`src/rtl/lpddr3_dqs_eye_tracker.sv`:
```
// Closed-loop DQS delay-line tracker for one LPDDR3 lane: votes EARLY/LATE flags over a
// sampling window and steps the IOD delay line one tap at a time until the strobe is centred.
module lpddr3_dqs_eye_tracker #(
    parameter int TAP_W      = 8,
    parameter int MAX_TAP    = 255,
    parameter int SETTLE_CYC = 8,
    parameter int SAMPLE_WIN = 16,
    parameter int VOTE_TH    = 4,
    parameter int LOCK_CNT   = 2
) (
    input  logic             FAB_CLK,
    input  logic             ARST_N,
    input  logic             en,
    input  logic             load_req,
    input  logic             eye_early,
    input  logic             eye_late,
    input  logic             dly_oor,
    output logic             clear_flags,
    output logic             dly_move,
    output logic             dly_dir,
    output logic             dly_load,
    output logic [TAP_W-1:0] tap_pos,
    output logic             locked,
    output logic             err_oor,
    output logic             busy
);

    localparam int CNT_W   = $clog2(SAMPLE_WIN + 1);
    localparam int TMR_MAX = (SETTLE_CYC > SAMPLE_WIN) ? SETTLE_CYC : SAMPLE_WIN;
    localparam int TMR_W   = $clog2(TMR_MAX + 1);
    localparam int RUN_W   = $clog2(LOCK_CNT + 1);

    localparam logic [TMR_W-1:0] SETTLE_LAST = TMR_W'(SETTLE_CYC - 1);
    localparam logic [TMR_W-1:0] SAMPLE_LAST = TMR_W'(SAMPLE_WIN - 1);
    localparam logic [CNT_W:0]   VOTE        = (CNT_W + 1)'(VOTE_TH);
    localparam logic [TAP_W-1:0] TAP_TOP     = TAP_W'(MAX_TAP);
    localparam logic [RUN_W-1:0] RUN_TOP     = RUN_W'(LOCK_CNT);

    typedef enum logic [2:0] {
        ST_IDLE   = 3'd0,
        ST_LOAD   = 3'd1,
        ST_CLEAR  = 3'd2,
        ST_SETTLE = 3'd3,
        ST_SAMPLE = 3'd4,
        ST_DECIDE = 3'd5,
        ST_MOVE   = 3'd6
    } state_t;

    state_t             state_r;
    logic [TMR_W-1:0]   tmr_r;
    logic [CNT_W-1:0]   early_cnt_r;
    logic [CNT_W-1:0]   late_cnt_r;
    logic [RUN_W-1:0]   run_cnt_r;
    logic               clear_flags_r;
    logic               dly_move_r;
    logic               dly_dir_r;
    logic               dly_load_r;
    logic [TAP_W-1:0]   tap_pos_r;
    logic               locked_r;
    logic               err_oor_r;
    logic               busy_r;

    logic [CNT_W:0]     early_ext_s;
    logic [CNT_W:0]     late_ext_s;
    logic               want_up_s;
    logic               want_dn_s;
    logic               at_limit_s;

    // Vote evaluation; counters are widened by one bit so the threshold sum cannot wrap.
    always_comb begin
        early_ext_s = {1'b0, early_cnt_r};
        late_ext_s  = {1'b0, late_cnt_r};
        want_up_s   = (early_ext_s >= (late_ext_s + VOTE));
        want_dn_s   = (late_ext_s >= (early_ext_s + VOTE));
        if (want_up_s) begin
            at_limit_s = (tap_pos_r == TAP_TOP);
        end else begin
            at_limit_s = (tap_pos_r == {TAP_W{1'b0}});
        end
    end

    // Tracking FSM; every output is set on the edge that enters the state it belongs to.
    always_ff @(posedge FAB_CLK or negedge ARST_N) begin
        if (!ARST_N) begin
            state_r       <= ST_IDLE;
            tmr_r         <= {TMR_W{1'b0}};
            early_cnt_r   <= {CNT_W{1'b0}};
            late_cnt_r    <= {CNT_W{1'b0}};
            run_cnt_r     <= {RUN_W{1'b0}};
            clear_flags_r <= 1'b0;
            dly_move_r    <= 1'b0;
            dly_dir_r     <= 1'b0;
            dly_load_r    <= 1'b0;
            tap_pos_r     <= {TAP_W{1'b0}};
            locked_r      <= 1'b0;
            err_oor_r     <= 1'b0;
            busy_r        <= 1'b0;
        end else begin
            clear_flags_r <= 1'b0;
            dly_move_r    <= 1'b0;
            dly_load_r    <= 1'b0;
            if (load_req) begin
                state_r    <= ST_LOAD;
                dly_load_r <= 1'b1;
                tap_pos_r  <= {TAP_W{1'b0}};
                locked_r   <= 1'b0;
                err_oor_r  <= 1'b0;
                run_cnt_r  <= {RUN_W{1'b0}};
                busy_r     <= 1'b1;
            end else if (dly_oor && (state_r != ST_IDLE) && (state_r != ST_LOAD)) begin
                state_r   <= ST_IDLE;
                err_oor_r <= 1'b1;
                busy_r    <= 1'b0;
            end else begin
                case (state_r)
                    ST_IDLE: begin
                        if (en && !err_oor_r) begin
                            state_r       <= ST_CLEAR;
                            clear_flags_r <= 1'b1;
                            early_cnt_r   <= {CNT_W{1'b0}};
                            late_cnt_r    <= {CNT_W{1'b0}};
                            busy_r        <= 1'b1;
                        end
                    end
                    ST_LOAD: begin
                        state_r       <= ST_CLEAR;
                        clear_flags_r <= 1'b1;
                        early_cnt_r   <= {CNT_W{1'b0}};
                        late_cnt_r    <= {CNT_W{1'b0}};
                    end
                    ST_CLEAR: begin
                        if (!en) begin
                            state_r <= ST_IDLE;
                            busy_r  <= 1'b0;
                        end else begin
                            state_r <= ST_SETTLE;
                            tmr_r   <= {TMR_W{1'b0}};
                        end
                    end
                    ST_SETTLE: begin
                        if (!en) begin
                            state_r <= ST_IDLE;
                            busy_r  <= 1'b0;
                        end else if (tmr_r == SETTLE_LAST) begin
                            state_r <= ST_SAMPLE;
                            tmr_r   <= {TMR_W{1'b0}};
                        end else begin
                            tmr_r <= tmr_r + TMR_W'(1);
                        end
                    end
                    ST_SAMPLE: begin
                        if (!en) begin
                            state_r <= ST_IDLE;
                            busy_r  <= 1'b0;
                        end else begin
                            early_cnt_r <= early_cnt_r + CNT_W'(eye_early);
                            late_cnt_r  <= late_cnt_r + CNT_W'(eye_late);
                            if (tmr_r == SAMPLE_LAST) begin
                                state_r <= ST_DECIDE;
                            end else begin
                                tmr_r <= tmr_r + TMR_W'(1);
                            end
                        end
                    end
                    ST_DECIDE: begin
                        if (!en) begin
                            state_r <= ST_IDLE;
                            busy_r  <= 1'b0;
                        end else if (want_up_s || want_dn_s) begin
                            if (at_limit_s) begin
                                state_r   <= ST_IDLE;
                                err_oor_r <= 1'b1;
                                busy_r    <= 1'b0;
                            end else begin
                                state_r    <= ST_MOVE;
                                dly_move_r <= 1'b1;
                                dly_dir_r  <= want_up_s;
                                tap_pos_r  <= want_up_s ? (tap_pos_r + TAP_W'(1))
                                                        : (tap_pos_r - TAP_W'(1));
                                locked_r   <= 1'b0;
                                run_cnt_r  <= {RUN_W{1'b0}};
                            end
                        end else begin
                            // Eye balanced: count consecutive quiet decisions towards lock.
                            if (run_cnt_r != RUN_TOP) begin
                                run_cnt_r <= run_cnt_r + RUN_W'(1);
                            end
                            if (run_cnt_r >= (RUN_TOP - RUN_W'(1))) begin
                                locked_r <= 1'b1;
                            end
                            state_r       <= ST_CLEAR;
                            clear_flags_r <= 1'b1;
                            early_cnt_r   <= {CNT_W{1'b0}};
                            late_cnt_r    <= {CNT_W{1'b0}};
                        end
                    end
                    ST_MOVE: begin
                        if (!en) begin
                            state_r <= ST_IDLE;
                            busy_r  <= 1'b0;
                        end else begin
                            state_r       <= ST_CLEAR;
                            clear_flags_r <= 1'b1;
                            early_cnt_r   <= {CNT_W{1'b0}};
                            late_cnt_r    <= {CNT_W{1'b0}};
                        end
                    end
                    default: begin
                        state_r <= ST_IDLE;
                        busy_r  <= 1'b0;
                    end
                endcase
            end
        end
    end

    assign clear_flags = clear_flags_r;
    assign dly_move    = dly_move_r;
    assign dly_dir     = dly_dir_r;
    assign dly_load    = dly_load_r;
    assign tap_pos     = tap_pos_r;
    assign locked      = locked_r;
    assign err_oor     = err_oor_r;
    assign busy        = busy_r;

endmodule

```
`config.mk`:
```
export PLATFORM = sky130hd
export DESIGN_NAME = lpddr3_dqs_eye_tracker
export DESIGN_NICKNAME = d
export VERILOG_FILES = /design/src/rtl/lpddr3_dqs_eye_tracker.sv
export SDC_FILE = /design/constraint.sdc
export NUM_CORES = 1
export LEC_CHECK = 0
export CAP_MARGIN = 30
export CORE_MARGIN = 2
export CORE_UTILIZATION = 54
export CTS_BUF_LIST = sky130_fd_sc_hd__clkbuf_8
export DETAILED_ROUTE_END_ITERATION = 7
export GPL_ROUTABILITY_DRIVEN = 0
export PLACE_DENSITY_LB_ADDON = 0.25
export SKIP_CTS_REPAIR_TIMING = 1
export SLEW_MARGIN = 20
export SYNTH_ARGS = -nofsm -noshare
export SYNTH_HDL_FRONTEND = slang
export SYNTH_SLANG_ARGS = --single-unit
```
`constraint.sdc`:
```
create_clock -name FAB_CLK -period 3.88 [get_ports FAB_CLK]
set_clock_uncertainty 0.15 [all_clocks]
set_input_delay 0.776 -clock FAB_CLK [delete_from_list [all_inputs] [get_ports FAB_CLK]]
set_output_delay 0.776 -clock FAB_CLK [all_outputs]
set_load 0.02 [all_outputs]
```
Yosys cells after proc, flatten, opt, wreduce, memory -nomap -nowiden --
Index checks and enable logic that the tools add are counted.
Storage, ports and cells: flip-flop bits (word level) 35, input bits 7, output and inout port bits 15, word-level logic and storage cells 161
Cells by class: add/sub/neg operators 8, $lt $le $gt $ge 3, equal/unequal tests 29, mux-type cells 76, bitwise logic cells 3, reductions and logical operators 29
Operators by type and width (count):
- 2-to-1 mux 8 bit | 7
- 2-to-1 mux 5 bit | 10
- case mux 5 bit (5 select lines) | 2
- 2-to-1 mux 1 bit | 34
- 2-to-1 mux 3 bit | 10
- nonzero test 3 bit | 8
- inequality test 2 bit, second input constant | 11
- case mux 3 bit (7 select lines) | 1
- inequality test 5 bit, second input constant | 4
- AND reduction 5 bit | 4
- 2-to-1 mux 2 bit | 9
- case mux 5 bit (3 select lines) | 1
- adder 5 x 3 -> 6 bit, second input constant | 2
- greater-or-equal comparator 5 x 6 -> 1 bit | 2
- adder 5 x 1 -> 5 bit | 2
- == test 3 bit, second input constant | 3
- adder 8 x 1 -> 8 bit, second input constant | 1
- == test 8 bit, second input constant | 1
- logical NOT 8 bit | 1
- case mux 1 bit (4 select lines) | 2
- AND reduction 8 bit | 1
- subtractor 8 x 1 -> 8 bit, second input constant | 1
- AND reduction 7 bit | 1
- == test 3 x 2 -> 1 bit, second input constant | 2
- 21 further kinds | 28

Depth between registers and ports, before layout --
word-level depth 9, gate-level depth with buffers 14, gate-level depth less buffers 14

Worst setup path after synthesis --
OpenSTA, ideal clock, no wires.
path type register to register, from register late_cnt_r[2], to register tap_pos_r[7] (netlist: tap_pos[7]), setup time 0.087 ns, arrival time 3.187 ns, data required time 3.643 ns, path slack 0.456 ns, cell stages (with the launch flop) 15, buffers on the path 0, clock period less this slack 3.424 ns, path through dfrtp_1 ha_1 xnor2_1 ha_1 and2_0 o21a_1 a41o_2 clkinv_1 ha_1 a21oi_1 o211ai_1 o41ai_1 xnor2_1 o2111ai_1 o211ai_1
Between the ends: longest elaborated chain between the ends 9, elaborated cells between the ends (all ways) 15, classes of those cells 1 x add/sub; 2 x order compare; 1 x eq/ne; 8 x mux; 3 x reduce/logical
Ends and longest elaborated chain:
- start: declaration | line 52 | logic [CNT_W-1:0] late_cnt_r;
- start signal: assignment | line 88 | late_cnt_r <= {CNT_W{1'b0}};
- start signal: assignment | line 121 | late_cnt_r <= {CNT_W{1'b0}};
- start signal: assignment | line 129 | late_cnt_r <= {CNT_W{1'b0}};
- adder 5 x 3 -> 6 bit | line 73 | want_up_s = (early_ext_s >= (late_ext_s + VOTE));
- greater-or-equal comparator 5 x 6 -> 1 bit | line 73
- 2-to-1 mux 8 bit | line 178 | tap_pos_r <= want_up_s ? (tap_pos_r + TAP_W'(1))
- 2-to-1 mux 8 bit | line 170 | if (at_limit_s) begin
- 2-to-1 mux 8 bit | line 169 | end else if (want_up_s || want_dn_s) begin
- 2-to-1 mux 8 bit | line 166 | if (!en) begin
- 2-to-1 mux 8 bit | line 115 | case (state_r)
- 2-to-1 mux 8 bit | line 110 | end else if (dly_oor && (state_r != ST_IDLE) && (state_r != ST_LOAD)) begin
- 2-to-1 mux 8 bit | line 102 | if (load_req) begin
- end signal: assignment | line 94 | tap_pos_r <= {TAP_W{1'b0}};
- end signal: assignment | line 105 | tap_pos_r <= {TAP_W{1'b0}};
- end signal: assignment | line 178
- end: declaration | line 58 | logic [TAP_W-1:0] tap_pos_r;
Parallel ways exist; a longest one is shown, timed or not. The select of a mux whose other input is x is not followed. A chain may end at the register's enable or synchronous reset.

Worst setup path in the final report --
Ends and elaborated chain as after synthesis.

==> flow_summary.json <==
{
  "number_of_nets_produced_by_synthesis": 313,
  "path_cells": "ha_1 > xnor2_1 > ha_1 > and2_0 > o21a_1 > a41o_2 > clkinv_1 > ha_1 > a21oi_1 > o211ai_1 > o41ai_1 > xnor2_1 > o2111ai_1 > o211ai_1",
  "port-buffer-count": 21,
  "hold_path_class": "register to register",
  "grt.total_usage_pct": 23.3,
  "finished_layout_cell_area_sq_um": 2820,
  "p_leak_nw": 1.19,
  "die_x_um": 72.0,
  "drc_violation_count_after_routing": 0,
  "outcome": "completed",
  "synth-main-ff-cell": "dfrtp_1",
  "synth_cells": 280,
  "synthesis.area_per_instance_sq_um": 8.91,
  "hold_viol": 0,
  "ios": 22,
  "timing.critical_path.to_type": "register",
  "synth_largest_type_area_fraction_pct": 35.1,
  "synthDistinctLibCells": 53,
  "finalWirelength_mm": 5.42,
  "detail_route.iter0.violations": 157,
  "cts.reportedPaths.clkPinSlew_ns": 0.07,
  "met2RoutedLength_mm": 2.61,
  "critPathMostFrequentCell": "ha_1",
  "holdPathStages": 1,
  "irDropWorstVdd_mv": 0.218,
  "root_buffer": "clkbuf_8",
  "slew_headroom_pct": 47.2,
  "initial_core_util_pct": 56.5,
  "tritoncts.num_buffers": 5,
  "dr_wl_met3_um": 200,
  "synthTopCellsByCount": "dfrtp_1, ha_1, a21oi_1",
  "post_dp_hpwl_mm": 3.98,
  "setup_tns_ns": 0,
  "yosys_warnings": 0,
  "antennaDiodeCount": 0,
  "synth_top_cells_by_area": "dfrtp_1, ha_1, a21oi_1",
  "timing.final.crit_share_pct": 92.7,
  "drt_pre_antenna_iters": 4,
  "grt_setup_unrepaired": "false",
  "fp.dieH_um": 72.0,
  "timing_max_transition_violations_final": 0,
  "ant_nets": 0,
  "yosysTopAreaCell": "dfrtp_1",
  "synthesis.area_sq_um": 2490,
  "critical_path_class": "register to register",
  "cts_buffer_depth": 2,
  "design.core.area_sq_um": 4410,
  "critical_path_required_ns": 3.93,
  "post-route-min-period_ns": 3.60,
  "via_per_inst": 6.03,
  "drt-met1-wl_mm": 2.53,
  "r2r_slack_ns": 0.28,
  "grt-ovfl-total": 0,
  "finish.net_count": 335,
  "cts_tree": "done",
  "critical-path-slowest-cell": "o41ai_1",
  "layout-drive-gt1-share_pct": 5.61,
  "clock.fmax_ghz": 0.278,
  "timing.max_cap.violations": 0,
  "route.detailed.wl_per_inst_um": 15.3,
  "clock_sink_count": 35,
  "critical-path-max-stage-delay_ns": 0.50,
  "crit_path_max_fanout": 7,
  "r2r.worst_path.cells": 14,
  "synth_sequential_area_ratio_pct": 35.1,
  "design.die.area_sq_um": 5180,
  "crit_family": "compound AO/OA/AOI/OAI gates",
  "timing.final.setup_violations": 0,
  "via_count_of_the_first_global_routing_pass": 2084,
  "synth_edf_count": 0,
  "dpl_cell_area_sq_um": 2740,
  "cp_num_cells": 14,
  "initial_antenna_violation_count": 0,
  "grt_max_degree": 36,
  "synth.ff_latch_count": 35,
  "floorplan.rows": 24,
  "cp-start-kind": "register",
  "worst_pin_slew_ns": 0.792,
  "areaGrowthSynthToFinish_pct": 12.9,
  "crit_arrival_ns": 3.65,
  "routed-via-count": 2142,
  "htree_num_levels": 2,
  "clk-insertion-delay-late_ns": 0.29,
  "yosysMostFrequentCell": "dfrtp_1",
  "power.density_nw_per_um2": 269,
  "global_route_wire_length_before_repair_mm": 9.50,
  "power.total_uw": 758,
  "worstPathBufferInverterCount": 1,
  "synthArstFlopShare_pct": 100,
  "routed.top_layer": "met4"
}
==> cells in the final DEF (no fill, tap or decap), types with 2 or more instances in the layout <==
| master | instances |
|---|---|
| dfrtp_1 | 35 |
| ha_1 | 25 |
| inv_1 | 23 |
| a21oi_1 | 22 |
| nand2_1 | 21 |
| clkdlybuf4s50_1 | 20 |
| nor2_1 | 19 |
| o21ai_0 | 14 |
| nand3_1 | 11 |
| o31ai_1 | 8 |
| xnor2_1 | 7 |
| nor3_1 | 6 |
| or3_1 | 6 |
| a31oi_1 | 5 |
| o2bb2ai_1 | 5 |
| mux2i_1 | 5 |
| clkbuf_8 | 5 |
| nor2b_1 | 4 |
| nand4_1 | 4 |
| nor4_1 | 4 |
| nand2b_1 | 4 |
| or4_1 | 4 |
| o21a_1 | 3 |
| o211ai_1 | 3 |
| o41ai_1 | 3 |
| xor2_1 | 3 |
| and2_1 | 2 |
| a21o_1 | 2 |
| or2_2 | 2 |
| o2111ai_1 | 2 |
| buf_2 | 2 |
==> power breakdown <==
part | internal, mW | leakage, nW | switching, mW
clock | 0.121 | 0.0505 | 0.131
sequential | 0.377 | 0.478 | 0.0167
combinational | 0.0439 | 0.657 | 0.0686
total | 0.542 | 1.19 | 0.216
==> worst reg2reg max path: stages, from the launching register on <==
cell       delay, ns
dfrtp_1         0.44
ha_1            0.25
xnor2_1         0.13
ha_1            0.29
and2_0          0.16
o21a_1          0.16
a41o_2          0.29
clkinv_1        0.14
ha_1            0.24
a21oi_1         0.18
o211ai_1        0.13
o41ai_1         0.50
xnor2_1         0.18
o2111ai_1       0.14
o211ai_1        0.13
==> metrics by stage <==
| stage | setup WS, ns | cells | utilization [%] | hold slack [ns] |
|---|---|---|---|---|
| 4_1_cts | 0.291 | 355 | 63.8 | 0.362 |
| 3_3_place_gp | 0.442 | 346 | 61.8 | 0.343 |
| 3_5_place_dp | 0.300 | 347 | 62.0 | 0.350 |
| 2_1_floorplan | 0.456 | 280 | - | 0.310 |
| 5_1_grt | 0.0419 | 355 | 63.8 | 0.392 |
| 6_report | 0.283 | 355 | 63.8 | 0.356 |
==> layer usage <==
| layer | vias up | track usage, % |
|---|---|---|
| met1 | 1023 | 31.0 |
| met4 | 0 | 8.81 |
| met2 | 36 | 37.9 |
| li1 | 1079 | - |
| met3 | 4 | 4.72 |
| met5 | - | 0 |
==> kinds of logic (layout without fill, tap and decap cells) <==
logic type	Yosys count	in the layout	share of synthesized area (%)
AOI/OAI and AO/OA	80	80	21.7
xor gates and xnor gates	10	10	3.51
adders and majority gates	26	26	13.3
buffers and inverters	30	53	5.02
DFF	35	35	35.1
muxes	6	6	2.46
and+or+nand+nor	93	93	18.9
==> registers in the layout, summed over array words and instances (netlist names) <==
register / cells
busy: 1
clear_flags: 1
dly_dir: 1
dly_load: 1
dly_move: 1
early_cnt_r: 5
err_oor: 1
late_cnt_r: 5
locked: 1
run_cnt_r: 2
state_r: 3
tap_pos: 8
tmr_r: 5
==> cell type report <==
cell class / count / area [sq um]
Clock inverter: 3 / 12.5
Multi-Input combinational cell: 215 / 1490
Tap cell: 52 / 65.1
Fill cell: 365 / 1600
Sequential cell: 35 / 876
Timing Repair Buffer: 23 / 218
Inverter: 22 / 82.6
Clock buffer: 5 / 68.8
==> final timing paths <==
kind | startpoint | end
setup / recovery | late_cnt_r[2] | tap_pos[7]
hold / removal | busy | busy
setup reg to reg | late_cnt_r[2] | tap_pos[7]
hold reg to reg | busy | busy
max in group asynchronous | ARST_N | dly_load
min in group asynchronous | ARST_N | late_cnt_r[0]
Note: power is estimated with default switching activity, not from simulation.
